`config.mk`:
```
export PLATFORM = sky130hd
export DESIGN_NAME = clk_gate_ctrl_flat
export DESIGN_NICKNAME = d
export VERILOG_FILES = /design/src/rtl/clk_gate_ctrl_if.sv /design/src/rtl/clk_gate_ctrl.sv /design/src/flat_wrapper.sv
export SDC_FILE = /design/constraint.sdc
export NUM_CORES = 1
export LEC_CHECK = 0
export ABC_AREA = 1
export BUFFER_PORTS_ARGS = -buffer_cell sky130_fd_sc_hd__buf_4
export CAP_MARGIN = 20
export CORE_ASPECT_RATIO = 1.4
export CORE_UTILIZATION = 40
export DETAILED_ROUTE_END_ITERATION = 10
export GPL_ROUTABILITY_DRIVEN = 0
export PLACE_DENSITY = 0.69
export SLEW_MARGIN = 20
export SYNTH_ARGS = -nofsm -noshare
export SYNTH_HDL_FRONTEND = slang
export SYNTH_SLANG_ARGS = --single-unit
```
`constraint.sdc`:
```
create_clock -name clk -period 1.7 [get_ports clk]
set_clock_uncertainty 0.05 [all_clocks]
set_input_delay 0.255 -clock clk [delete_from_list [all_inputs] [get_ports clk]]
set_output_delay 0.255 -clock clk [all_outputs]
set_load 0.03 [all_outputs]
```
`src/rtl/clk_gate_ctrl_if.sv`:
```
// Requester-side bundle of the clock-gate controller: level requests and
// per-requester acks, plus the gating-cell enable and status outputs.
interface clk_gate_ctrl_if #(
   parameter int NUM_REQ = 2
);
   logic [NUM_REQ-1:0] req;
   logic               force_on;
   logic               clk_en;
   logic [NUM_REQ-1:0] ack;
   logic               gate_active;
   logic [7:0]         wake_count;

   modport master (
      output req, force_on,
      input  clk_en, ack, gate_active, wake_count
   );

   modport slave (
      input  req, force_on,
      output clk_en, ack, gate_active, wake_count
   );
endinterface

```
`src/rtl/clk_gate_ctrl.sv`:
```
// Clock-gate enable sequencer: wakes the gated domain for a fixed interval
// before acking, and holds it alive for an idle hysteresis after requests drop.
//
// state | meaning
// ------+-------------------------------------------------------------
// OFF   | gated clock stopped, clk_en low
// WAKE  | clk_en high, counting down the wake-up interval, no ack
// ON    | clock stable, ack follows req
// HOLD  | no request, clk_en kept high for the idle interval, no ack
module clk_gate_ctrl #(
   parameter int NUM_REQ  = 2,
   parameter int WAKE_CYC = 2,
   parameter int IDLE_CYC = 4,
   parameter int CNT_W    = 4
) (
   input logic            clk,
   input logic            rst_n,
   clk_gate_ctrl_if.slave bus
);

   localparam logic [1:0] S_OFF  = 2'd0;
   localparam logic [1:0] S_WAKE = 2'd1;
   localparam logic [1:0] S_ON   = 2'd2;
   localparam logic [1:0] S_HOLD = 2'd3;

   localparam logic [CNT_W-1:0] WAKE_LOAD = CNT_W'(WAKE_CYC - 1);
   localparam logic [CNT_W-1:0] IDLE_LOAD = CNT_W'((IDLE_CYC > 0) ? IDLE_CYC - 1 : 0);

   logic [1:0]       state_q, state_d;
   logic [CNT_W-1:0] cnt_q, cnt_d;
   logic             clk_en_q, clk_en_d;
   logic [7:0]       wake_count_q, wake_count_d;
   logic             any_req;

   always_comb begin
      any_req      = (|bus.req) | bus.force_on;
      state_d      = state_q;
      cnt_d        = cnt_q;
      wake_count_d = wake_count_q;
      case (state_q)
         S_OFF: begin
            if (any_req) begin
               state_d = S_WAKE;
               cnt_d   = WAKE_LOAD;
               if (wake_count_q != 8'hFF) begin
                  wake_count_d = wake_count_q + 8'd1;
               end
            end
         end
         S_WAKE: begin
            // wake runs to completion even if every request has gone away
            if (cnt_q == '0) begin
               state_d = S_ON;
            end else begin
               cnt_d = cnt_q - CNT_W'(1);
            end
         end
         S_ON: begin
            if (!any_req) begin
               if (IDLE_CYC == 0) begin
                  state_d = S_OFF;
               end else begin
                  state_d = S_HOLD;
                  cnt_d   = IDLE_LOAD;
               end
            end
         end
         S_HOLD: begin
            // a request on the last hold cycle still wins over shutting off
            if (any_req) begin
               state_d = S_ON;
            end else if (cnt_q == '0) begin
               state_d = S_OFF;
            end else begin
               cnt_d = cnt_q - CNT_W'(1);
            end
         end
         default: begin
            state_d = S_OFF;
            cnt_d   = '0;
         end
      endcase
      clk_en_d = (state_d != S_OFF);
   end

   always_ff @(posedge clk or negedge rst_n) begin
      if (!rst_n) begin
         state_q      <= S_OFF;
         cnt_q        <= '0;
         clk_en_q     <= 1'b0;
         wake_count_q <= 8'd0;
      end else begin
         state_q      <= state_d;
         cnt_q        <= cnt_d;
         clk_en_q     <= clk_en_d;
         wake_count_q <= wake_count_d;
      end
   end

   assign bus.ack         = (state_q == S_ON) ? bus.req : '0;
   assign bus.clk_en      = clk_en_q;
   assign bus.gate_active = clk_en_q;
   assign bus.wake_count  = wake_count_q;

endmodule

```
`src/flat_wrapper.sv`:
```
// flat-port wrapper written by rule: the top's interface ports become plain ports
module clk_gate_ctrl_flat 
#(
   parameter int NUM_REQ  = 2,
   parameter int WAKE_CYC = 2,
   parameter int IDLE_CYC = 4,
   parameter int CNT_W    = 4
)
  (clk, rst_n, bus_req, bus_force_on, bus_clk_en, bus_ack, bus_gate_active, bus_wake_count);
  clk_gate_ctrl_if #(.NUM_REQ(NUM_REQ)) bus_i ();
  input logic clk;
  input logic rst_n;
  input wire logic [$bits(bus_i.req)-1:0] bus_req;
  input wire logic [$bits(bus_i.force_on)-1:0] bus_force_on;
  output wire logic [$bits(bus_i.clk_en)-1:0] bus_clk_en;
  output wire logic [$bits(bus_i.ack)-1:0] bus_ack;
  output wire logic [$bits(bus_i.gate_active)-1:0] bus_gate_active;
  output wire logic [$bits(bus_i.wake_count)-1:0] bus_wake_count;
  assign bus_i.req = bus_req;
  assign bus_i.force_on = bus_force_on;
  assign bus_clk_en = bus_i.clk_en;
  assign bus_ack = bus_i.ack;
  assign bus_gate_active = bus_i.gate_active;
  assign bus_wake_count = bus_i.wake_count;
  clk_gate_ctrl #(.NUM_REQ(NUM_REQ), .WAKE_CYC(WAKE_CYC), .IDLE_CYC(IDLE_CYC), .CNT_W(CNT_W)) u_core (.clk(clk), .rst_n(rst_n), .bus(bus_i));
endmodule
```
==> run_results.csv <==
group,metric,value,unit
detailed_routing,first_pass_iters,4,
power_and_ir_drop,total_power,1.748,mW
clock_network,clock-sinks,15,
setup_path,cp_max_fo,5,
detailed_routing,wl_met2,925,um
setup_path,r2r_setup_slack,0.26,ns
logic_synthesis,ys_warn_count,0,
timing,setup_slack,0.2140,ns
logic_synthesis,seq_area_frac_synth,0.4231,
grt,grt_max_degree,16,
detailed_routing,wl,1757,um
setup_path,critPathCaptureType,"primary output",
hold_path,holdCritPathClass,"in -> async",
detailed_routing,drt_iter0_markers,18,
clock_network,cts_tree,"done",
clock_network,clk_pin_slew,0.09,ns
logic_synthesis,synth_edf_count,0,
setup_path,worstSetupPathType,"reg -> out",
run_status,status,"completed",
detailed_routing,wl_per_cell,10.65,um
timing,fin_crit_sh,0.8741,
finish,area_growth_syn_to_layout,19.75,%
die,dieArea,0.002413,sq mm
grt,grt_pass1_wl,3036,um
clock_network,cts_hold_buffers,1,
clock_network,ctsRootBufferMaster,"clkbuf_4",
detailed_routing,drc,0,
power_and_ir_drop,peakVddDrop,0.7645,mV
placement,port_buffers,16,
logic_synthesis,synth_common_cells,"nand2_1, dfrtp_1, inv_1, nor2_1, nand3_1",
setup_path,max_stage_delay,0.41,ns
finish,drive_gt1_frac,0.1875,
clock_network,clockBufferDepth,2,
detailed_routing,viasPerCell,4.921,
clock_network,htreeDepth,1,
logic_synthesis,synth_area,887.1,sq um
logic_synthesis,synthTopCellsByArea,"dfrtp_1, nand2_1, inv_1",
timing,drv_slew,0,
placement,post-place-ws,0.2404,ns
timing,fmax,0.6730,GHz
logic_synthesis,syn_area_per_cell,7.154,sq um
setup_path,startpoint_type,"register",
die,start_util,0.4390,
clock_network,cts_setup_buffers,0,
finish,regArea,375.4,sq um
logic_synthesis,yosysUniqueCellTypes,19,
grt,antenna_found_initial,0,
timing,period_minus_slack,1.486,ns
timing,fin_setup_tns,0,ns
timing,finalHoldViolations,0,
logic_synthesis,synth_top_area_cell,"dfrtp_1",
grt,gr-usage-all-layers,0.1617,
logic_synthesis,netlist.area_leader.share,0.4231,
setup_path,crit_arrival,1.18,ns
clock_network,cts_resized,0,
timing,setup_viol_count_final,0,
die,io_pins,17,
detailed_routing,met1_length,741,um
die,die_y,57.72,um
finish,final_nets,152,
finish,diodes,0,
detailed_routing,top_layer,"met4",
die,fp.coreArea,0.002021,sq mm
detailed_routing,met3_length,63,um
finish,multi_input_area,447.9,sq um
die,die_w,41.80,um
setup_path,required,1.39,ns
detailed_routing,via_count,812,
logic_synthesis,synthArstFlopShare,1.000,
die,num_rows,19,
setup_path,crit_slowest_cell,"dfrtp_1",
timing,rsz0062_at_grt,"false",
placement,dp_hpwl,1343,um
power_and_ir_drop,power.leakage,0.6028,nW
logic_synthesis,synth.ff_latch_count,15,
power_and_ir_drop,pwr_density_cell,1645,mW/mm^2
grt,grt_overflow_total,0,
grt,grt_pass1_vias,751,
timing,worst_pin_slew,0.3171,ns
clock_network,clock_latency,0.28,ns
logic_synthesis,yosysMostFrequentCell,"nand2_1",
job,cap_viol_max_count,0,
clock_network,numCtsBuffers,3,
finish,fillerInstances,202,
detailed_routing,drtAntennaViolNets,0,
logic_synthesis,syn_inst,124,
logic_synthesis,syn_nets,131,
timing,relSlewSlack,0.7886,
logic_synthesis,ys.flop_type,"dfrtp_1",
setup_path,cp_cell_sequence,"inv_1 -> nand2_1 -> nor2_1 -> buf_4",
finish,finish.utilization,0.5257,
[state kept, by name, indices dropped and copies added, names as in the netlist]
name                   count
u_core.bus.clk_en          1
u_core.cnt_q               4
u_core.state_q             2
u_core.bus.wake_count      8
[layout by cell type (no fill, tap or decap), drive strengths merged]
master and count:
nand2 60, buf 16, inv 15, dfrtp 15, nor2 13, nand3 8, clkbuf 4, xnor2 3
o21ai 3, ha 2, a21oi 1, nand4 1, nand3b 1, xor2 1, dlygate4sd3 1
[final cells by class]
type                       count  share of cell area
clock buffer                   4             0.02473
inverter                      15             0.05300
multi-input combinational     93              0.4217
sequential                    15              0.3534
tap                           21             0.02473
timing repair buffer          17              0.1225
[stage by stage]
stage | instances | cell area (sq um) | hold WS, ns
after floorplan | 124 | 887.1 | -0.09059
after global placement | 160 | 1026 | 0.07428
after detailed placement | 160 | 1026 | 0.07508
after CTS | 165 | 1062 | 0.2916
after global routing | 165 | 1062 | 0.3157
final | 165 | 1062 | 0.2963
[routing by layer]
metal	GRT usage	vias up
met3	0.01869	4
met1	0.1750	370
met4	0.09217	0
met2	0.2991	19
li1	-	419
met5	0	-
[critical path: cells and delay by family, from the launching register on]
family / cells / cell delay (ns)
buf+inv: 2 / 0.29
simple gates: 2 / 0.20
flops: 1 / 0.41
[cell families after synthesis]
logic type                 synth area share
DFF                                  0.4231
buffers and inverters               0.07193
xor gates and xnor gates            0.03950
adders and majority gates           0.02820
AOI/OAI and AO/OA                   0.03103
and+or+nand+nor                      0.4062
[where the power goes]
| part | leakage (nW) | internal, mW | total, mW | switching, mW |
|---|---|---|---|---|
| combinational | 0.397 | 0.329 | 0.915 | 0.586 |
| sequential | 0.191 | 0.483 | 0.624 | 0.140 |
| clock | 0.0150 | 0.0912 | 0.209 | 0.118 |
| total | 0.603 | 0.904 | 1.75 | 0.844 |
[path summary, 6_finish.rpt]
| check | start | end | cells past startpoint |
|---|---|---|---|
| worst min register to register | u_core.cnt_q[0] | u_core.cnt_q[0] | 2 |
| worst max-delay path | u_core.state_q[0] | bus_ack[0] | 4 |
| worst min-delay path | rst_n | u_core.bus.wake_count[0] | 2 |
| worst max register to register | u_core.bus.wake_count[0] | u_core.bus.wake_count[6] | 6 |
| min in group clk | bus_force_on | u_core.state_q[1] | 5 |
| max in group asynchronous | rst_n | u_core.bus.wake_count[4] | 2 |
No activity file was read; power rests on OpenSTA's default activity.
